<file path="src/rtl/mult_share_arbiter.sv">
// Round-robin arbiter/sequencer sharing one signed 8x8 add-shift multiplier core between two requesters.
// Gnt one cycle after Req is sampled in IDLE, Done the cycle after M_Done; MULT_ARB_PERF_EN adds op/error counters.
module mult_share_arbiter #(
  parameter int TIMEOUT = 64,
  parameter int CW      = 7
) (
  input  logic        Clk,
  input  logic        Reset,
  input  logic        Req0,
  input  logic        Req1,
  input  logic [7:0]  OpA0,
  input  logic [7:0]  OpA1,
  input  logic [7:0]  OpB0,
  input  logic [7:0]  OpB1,
  output logic        Gnt0,
  output logic        Gnt1,
  output logic        Done0,
  output logic        Done1,
  output logic        Err0,
  output logic        Err1,
  output logic [15:0] Prod0,
  output logic [15:0] Prod1,
  output logic        Busy,
  output logic [7:0]  M_S,
  output logic        M_LoadB,
  output logic        M_Run,
  output logic        M_Clear,
  input  logic        M_Done,
  input  logic [15:0] M_Product
`ifdef MULT_ARB_PERF_EN
  ,
  output logic [15:0] OpCnt0,
  output logic [15:0] OpCnt1,
  output logic [7:0]  ErrCnt
`endif
);

  localparam logic [2:0] S_IDLE  = 3'd0;
  localparam logic [2:0] S_GRANT = 3'd1;
  localparam logic [2:0] S_LOAD  = 3'd2;
  localparam logic [2:0] S_SETUP = 3'd3;
  localparam logic [2:0] S_RUN   = 3'd4;
  localparam logic [2:0] S_WAIT  = 3'd5;
  localparam logic [2:0] S_RESP  = 3'd6;
  localparam logic [2:0] S_ABORT = 3'd7;

  logic [2:0]    state_q, state_d;
  logic          rr_q, rr_d;
  logic          owner_q, owner_d;
  logic [7:0]    opa_q, opa_d;
  logic [7:0]    opb_q, opb_d;
  logic [15:0]   prod0_q, prod0_d;
  logic [15:0]   prod1_q, prod1_d;
  logic [CW-1:0] cnt_q, cnt_d;

  always_comb begin
    state_d = state_q;
    rr_d    = rr_q;
    owner_d = owner_q;
    opa_d   = opa_q;
    opb_d   = opb_q;
    prod0_d = prod0_q;
    prod1_d = prod1_q;
    cnt_d   = cnt_q;
    case (state_q)
      S_IDLE: begin
        if (Req0 || Req1) begin
          // rr pointer only matters on a tie; a lone requester always wins
          owner_d = (Req0 && Req1) ? rr_q : Req1;
          opa_d   = owner_d ? OpA1 : OpA0;
          opb_d   = owner_d ? OpB1 : OpB0;
          state_d = S_GRANT;
        end
      end
      S_GRANT: state_d = S_LOAD;
      S_LOAD:  state_d = S_SETUP;
      S_SETUP: state_d = S_RUN;
      S_RUN: begin
        cnt_d   = '0;
        state_d = S_WAIT;
      end
      S_WAIT: begin
        // Done takes priority over a timeout landing on the same edge
        if (M_Done) begin
          if (owner_q) prod1_d = M_Product;
          else         prod0_d = M_Product;
          state_d = S_RESP;
        end else if (cnt_q == CW'(TIMEOUT - 1)) begin
          state_d = S_ABORT;
        end else begin
          cnt_d = cnt_q + 1'b1;
        end
      end
      S_RESP, S_ABORT: begin
        rr_d    = ~owner_q;
        state_d = S_IDLE;
      end
      default: state_d = S_IDLE;
    endcase
  end

  always_ff @(posedge Clk) begin
    if (!Reset) begin
      state_q <= S_IDLE;
      rr_q    <= 1'b0;
      owner_q <= 1'b0;
      opa_q   <= '0;
      opb_q   <= '0;
      prod0_q <= '0;
      prod1_q <= '0;
      cnt_q   <= '0;
    end else begin
      state_q <= state_d;
      rr_q    <= rr_d;
      owner_q <= owner_d;
      opa_q   <= opa_d;
      opb_q   <= opb_d;
      prod0_q <= prod0_d;
      prod1_q <= prod1_d;
      cnt_q   <= cnt_d;
    end
  end

  always_comb begin
    M_S = 8'h00;
    case (state_q)
      S_LOAD:                M_S = opb_q;
      S_SETUP, S_RUN, S_WAIT: M_S = opa_q;
      default:               M_S = 8'h00;
    endcase
  end

  assign Gnt0    = (state_q == S_GRANT) && !owner_q;
  assign Gnt1    = (state_q == S_GRANT) &&  owner_q;
  assign Done0   = (state_q == S_RESP)  && !owner_q;
  assign Done1   = (state_q == S_RESP)  &&  owner_q;
  assign Err0    = (state_q == S_ABORT) && !owner_q;
  assign Err1    = (state_q == S_ABORT) &&  owner_q;
  assign M_LoadB = (state_q == S_LOAD);
  assign M_Run   = (state_q == S_RUN);
  assign M_Clear = (state_q == S_ABORT);
  assign Busy    = (state_q != S_IDLE);
  assign Prod0   = prod0_q;
  assign Prod1   = prod1_q;

`ifdef MULT_ARB_PERF_EN
  logic [15:0] opcnt0_q, opcnt1_q;
  logic [7:0]  errcnt_q;

  always_ff @(posedge Clk) begin
    if (!Reset) begin
      opcnt0_q <= '0;
      opcnt1_q <= '0;
      errcnt_q <= '0;
    end else begin
      if (Done0 && (opcnt0_q != 16'hFFFF)) opcnt0_q <= opcnt0_q + 16'd1;
      if (Done1 && (opcnt1_q != 16'hFFFF)) opcnt1_q <= opcnt1_q + 16'd1;
      if ((state_q == S_ABORT) && (errcnt_q != 8'hFF)) errcnt_q <= errcnt_q + 8'd1;
    end
  end

  assign OpCnt0 = opcnt0_q;
  assign OpCnt1 = opcnt1_q;
  assign ErrCnt = errcnt_q;
`endif

endmodule

</file>
<file path="config.mk">
export PLATFORM = sky130hd
export DESIGN_NAME = mult_share_arbiter
export DESIGN_NICKNAME = d
export VERILOG_FILES = /design/src/rtl/mult_share_arbiter.sv
export SDC_FILE = /design/constraint.sdc
export NUM_CORES = 1
export LEC_CHECK = 0
export ABC_AREA = 1
export BUFFER_PORTS_ARGS = -buffer_cell sky130_fd_sc_hd__buf_2
export CELL_PAD_IN_SITES_DETAIL_PLACEMENT = 0
export CELL_PAD_IN_SITES_GLOBAL_PLACEMENT = 2
export CORE_UTILIZATION = 27
export CTS_CLUSTER_DIAMETER = 150
export DETAILED_ROUTE_END_ITERATION = 12
export GPL_TIMING_DRIVEN = 1
export PLACE_DENSITY = 0.9
export SLEW_MARGIN = 0
export SYNTH_ARGS = -nofsm -noshare
export SYNTH_HDL_FRONTEND = slang
export SYNTH_SLANG_ARGS = --single-unit
export TNS_END_PERCENT = 50
</file>
<file path="constraint.sdc">
create_clock -name Clk -period 2.25 [get_ports Clk]
set_input_delay 0.225 -clock Clk [delete_from_list [all_inputs] [get_ports Clk]]
set_output_delay 0.225 -clock Clk [all_outputs]
set_load 0.005 [all_outputs]
</file>
== Word level (Yosys, flattened, before mapping) ==
Index checks and enable logic that the tools add are counted.
W data, S select, Z words.

* Register bits after elaboration: 60

* $add $sub $neg: 1
* Equal/unequal tests: 12
* Multiplexer cells: 11
* Bitwise logic cells: 1
* Reduce and logical (&&, ||, !) cells: 19

{| class="wikitable"
|+ Operators with widths
! cell !! number
|-
| $pmux W3 S7 || 1
|-
| $mux W8 || 2
|-
| $pmux W8 S2 || 1
|-
| $mux W7 || 2
|-
| $pmux W7 S2 || 1
|-
| $eq A3 B3 Y1 const B || 4
|-
| $mux W3 || 3
|-
| $reduce_and A3 Y1 || 3
|-
| $add A7 B1 Y7 const B || 1
|-
| $eq A7 B6 Y1 const B || 1
|-
| $logic_and A1 B1 Y1 || 7
|-
| $eq A3 B2 Y1 const B || 2
|-
| $ne A2 B2 Y1 const B || 3
|-
| $reduce_and A2 Y1 || 2
|-
| $eq A3 B1 Y1 const B || 1
|-
| $logic_not A3 Y1 || 1
|-
| $ne A3 B3 Y1 const B || 1
|-
| $reduce_bool A3 Y1 || 1
|-
| $reduce_or A3 Y1 || 1
|-
| $reduce_bool A2 Y1 || 1
|-
| $reduce_or A2 Y1 || 1
|-
| $logic_not A1 Y1 || 1
|-
| $logic_or A1 B1 Y1 || 1
|-
| $mux W1 || 1
|-
| $not A1 Y1 || 1
|}

== Longest topological paths before layout ==
* Depth in word-level cells: 4
* Gate-level depth with buffers: 9

== Least setup slack after synthesis ==
Ideal clock, no wire load.

* Path type: reg2out
* Start: reg state_q[0]
* End: out M_S[0]
* Arrival time: 1,155 ps
* Data required time: 2,025 ps
* Slack: 870 ps
* Stages on the path, launching flop included: 6
* Cell sequence: dfxtp_1 > buf_2 > clkinv_2 > o21ai_1 > nand3_1 > nand2_1

* Word-level cells in the longest chain between the ends: 3
* Elaborated cells on any way between the ends: 6
* Classes of those cells: eq/ne: 4; mux: 1; reduce/logical: 1

{| class="wikitable"
|+ RTL lines
! item !! line !! text
|-
| start: declaration || 47 || <nowiki>logic [2:0] state_q, state_d;</nowiki>
|-
| start signal: assignment || 113 || <nowiki>state_q <= state_d;</nowiki>
|-
| $eq A3 B3 Y1 / $eq A3 B2 Y1 (equally long branches) || 126 || <nowiki>case (state_q)</nowiki>
|-
| $reduce_or A3 Y1 || 126 ||
|-
| $pmux W8 S2 * || 126 ||
|-
| end: declaration || 24 || <nowiki>output logic [7:0] M_S,</nowiki>
|}

Mark *: on every way between the ends. The rest lies on a longest branch, timed or not.

== Worst setup path after layout ==
* Start: reg state_q[2]
* End: out Err1

* Word-level cells in the longest chain between the ends: 2

{| class="wikitable"
|+ RTL lines
! item !! line !! text
|-
| $eq A3 B3 Y1 || 138 || <nowiki>assign Err1 = (state_q == S_ABORT) && owner_q;</nowiki>
|-
| $logic_and A1 B1 Y1 || 138 ||
|-
| end: declaration || 20 || <nowiki>output logic Err1,</nowiki>
|}

No other way between the ends.

==> flow_summary.json <==
{
  "final_nets": 557,
  "area_growth_syn_to_layout_pct": 29.2,
  "post_cts_resized": 0,
  "detail_route.wirelength_mm": 7.69,
  "hp_class": "in2reg",
  "worst_r2r_endpoint": "opb_q[5]$_SDFFE_PN0P_",
  "clock_tree.root_cell": "sky130_fd_sc_hd__clkbuf_8",
  "seqCellArea_sq_um": 1200,
  "dp_worst_setup_slack_ns": 0.605,
  "post_cts.repair.setup_buffers": 0,
  "num_io_pins": 103,
  "maxClockFrequency_ghz": 0.529,
  "worst_pin_slew_ns": 0.784,
  "placement_rows": 36,
  "maximum_root_to_sink_buffer_count": 2,
  "place.detailed.hpwl_mm": 5.51,
  "cp_data_required_time_ns": 2.03,
  "first_global_vias": 2704,
  "synth_sequential_area_ratio": 0.439,
  "yosysWarnings": 0,
  "worst_r2r_start": "state_q[0]$_SDFFE_PN0P_",
  "antenna_cells": 0,
  "rr_worst_depth": 6,
  "slew-limit-headroom": 0.477,
  "grt_antenna_before_repair": 0,
  "die_area_sq_um": 10500,
  "pwr_density_cell_nw_per_um2": 662,
  "layout_common_cells": "sky130_fd_sc_hd__nand2_1, sky130_fd_sc_hd__buf_2, sky130_fd_sc_hd__nor2_1, sky130_fd_sc_hd__dfxtp_1, sky130_fd_sc_hd__a21oi_1",
  "remaining_drc_errors": 0,
  "timing.critical_path.from_type": "flop",
  "synth.cell_area_sq_um": 2740,
  "ys_ff_latch": 60,
  "critPathCaptureType": "output pin",
  "critPathArrivalTime_ns": 1.67,
  "fillCellCount": 1067,
  "area_of_the_multi_input_gates_sq_um": 1340,
  "detailedRoute.firstPassIterationCount": 4,
  "finalPower_w": 0.00234,
  "critical_path_peak_fanout": 16,
  "grt.total_usage": 0.158,
  "design.core.area_sq_um": 9770,
  "global_route_wire_length_before_repair_mm": 12.9,
  "count_of_antenna_violating_nets_left_after_detailed_routing": 0,
  "r2r_setup_slack_ns": 0.62,
  "numCtsBuffers": 9,
  "max_cap_violations": 0,
  "cp-startpoint": "state_q[2]$_SDFFE_PN0P_",
  "synth_fp_nets": 455,
  "clock_latency_ns": 0.34,
  "drive_above_1_share": 0.276,
  "layout.cells.most_common": "sky130_fd_sc_hd__nand2_1",
  "routedWlPerCell_um": 12.0,
  "period_needed_ns": 1.89,
  "route.detailed.vias_per_inst": 4.42,
  "hold_path_startpoint": "M_Product[11]",
  "drtIter0Drc": 152,
  "number_of_clock_sinks": 60,
  "final_core_util": 0.362,
  "h-tree-depth": 3,
  "hold_viol_final": 0,
  "dieHeight_um": 103,
  "ir_drop_mv": 0.302,
  "holdWs_ns": 0.131,
  "routed-via-count": 2836,
  "cts.hold.buffers_added": 0,
  "cts_tree": "yes",
  "initial_core_util": 0.280,
  "power.leakage_nw": 1.83,
  "hold-path-endpoint": "Prod0[11]$_SDFFE_PN0P_",
  "rsz0062_at_grt": "no",
  "kind_of_critical_path": "reg2out",
  "numPortBuffers": 102,
  "last_weighted_congestion_value_of_the_routability_driven_placer": 0.771,
  "overflow": 0,
  "setup_viol_count_final": 0,
  "fin_tns_setup_ns": 0,
  "grt_max_degree": 38,
  "slew_violations": 0,
  "run_status": "completed",
  "worst_slack_ns": 0.358,
  "post_syn_instances": 401,
  "finClkSkew_ns": 0.00657,
  "chipWidth_um": 103,
  "clkTransAtPathRegs_ns": 0.06,
  "post_syn_area_per_cell_sq_um": 6.82,
  "synth_cell_type_count": 27,
  "finalCritPeriodShare": 0.841,
  "hold_depth": 3
}
[cell type report]
| cell class | count | area share |
|---|---|---|
| Multi-Input combinational cell | 302 | 0.379 |
| Inverter | 22 | 0.0251 |
| Tap cell | 133 | 0.0471 |
| Sequential cell | 60 | 0.340 |
| Timing Repair Buffer | 108 | 0.157 |
| Clock buffer | 11 | 0.0372 |
| Clock inverter | 5 | 0.0149 |
[cell families after synthesis]
group,count (synthesis),synth area share
simple gates,238,0.362
compound gates,62,0.120
flops,60,0.439
xor+xnor,1,0.00320
fa+ha+maj,1,0.00457
buf+inv,39,0.0714
[Yosys cell counts]
| library cell | instances | area, sq um |
|---|---|---|
| sky130_fd_sc_hd__dfxtp_1 | 60 | 1200 |
| sky130_fd_sc_hd__nor3_4 | 2 | 32.5 |
| sky130_fd_sc_hd__a21oi_1 | 25 | 125 |
| sky130_fd_sc_hd__o21ai_2 | 1 | 8.76 |
| sky130_fd_sc_hd__nor3_1 | 5 | 25.0 |
| sky130_fd_sc_hd__buf_6 | 4 | 45.0 |
| sky130_fd_sc_hd__ha_1 | 1 | 12.5 |
| sky130_fd_sc_hd__buf_2 | 4 | 20.0 |
| sky130_fd_sc_hd__nand2_2 | 2 | 12.5 |
| sky130_fd_sc_hd__inv_1 | 13 | 48.8 |
| sky130_fd_sc_hd__clkinv_2 | 1 | 5.00 |
| sky130_fd_sc_hd__inv_2 | 6 | 22.5 |
| sky130_fd_sc_hd__a21oi_4 | 1 | 16.3 |
| sky130_fd_sc_hd__nor2_1 | 79 | 297 |
| sky130_fd_sc_hd__o21ai_0 | 13 | 65.1 |
| sky130_fd_sc_hd__buf_4 | 2 | 15.0 |
| sky130_fd_sc_hd__o21bai_1 | 1 | 7.51 |
| sky130_fd_sc_hd__nand4_1 | 3 | 18.8 |
| sky130_fd_sc_hd__nand3_1 | 21 | 105 |
| sky130_fd_sc_hd__inv_4 | 2 | 12.5 |
| sky130_fd_sc_hd__nand3_2 | 1 | 10.0 |
| sky130_fd_sc_hd__nand3_4 | 1 | 17.5 |
| sky130_fd_sc_hd__nand2_1 | 123 | 462 |
| sky130_fd_sc_hd__clkbuf_1 | 7 | 26.3 |
| sky130_fd_sc_hd__xnor2_1 | 1 | 8.76 |
| sky130_fd_sc_hd__nor3_2 | 1 | 10.0 |
| sky130_fd_sc_hd__o21ai_1 | 21 | 105 |
[where the power goes]
| group | internal [W] | total, W | switching, W |
|---|---|---|---|
| Clock | 0.000506 | 0.000928 | 0.000422 |
| Sequential | 0.00110 | 0.00113 | 0.0000289 |
| Combinational | 0.000106 | 0.000280 | 0.000174 |
| Total | 0.00171 | 0.00234 | 0.000625 |
[flip-flops by register name, indices dropped and copies added (netlist names)]
register,count
cnt_q,7
state_q,3
owner_q,1
Prod1,16
rr_q,1
Prod0,16
opa_q,8
opb_q,8
[worst max-delay path by stage]
stage	endpoint
final	Err1
after global routing	M_S[7]
after CTS	Err1
after detailed placement	opa_q[0]$_SDFFE_PN0P_
after global placement	cnt_q[3]$_SDFFE_PN0P_
after floorplan	M_S[0]
[critical path, stage by stage, from the launching register on]
cell and delay, ns:
sky130_fd_sc_hd__dfxtp_1 0.50, sky130_fd_sc_hd__nand2_1 0.39, sky130_fd_sc_hd__nor3_1 0.28, sky130_fd_sc_hd__buf_2 0.16
[stage by stage]
stage          instances  cell area, sq um
2_1_floorplan        401              2740
3_3_place_gp         625              3350
3_5_place_dp         625              3350
4_1_cts              641              3530
5_1_grt              641              3530
6_report             641              3530
[per-layer routing]
metal  track usage  share of wire  wire length [um]
met1         0.212           0.48              3720
met2         0.238           0.43              3340
met3        0.0583          0.076               583
met4        0.0396         0.0062                48
met5             0              0                 0
(Power assumes the default switching activity.)
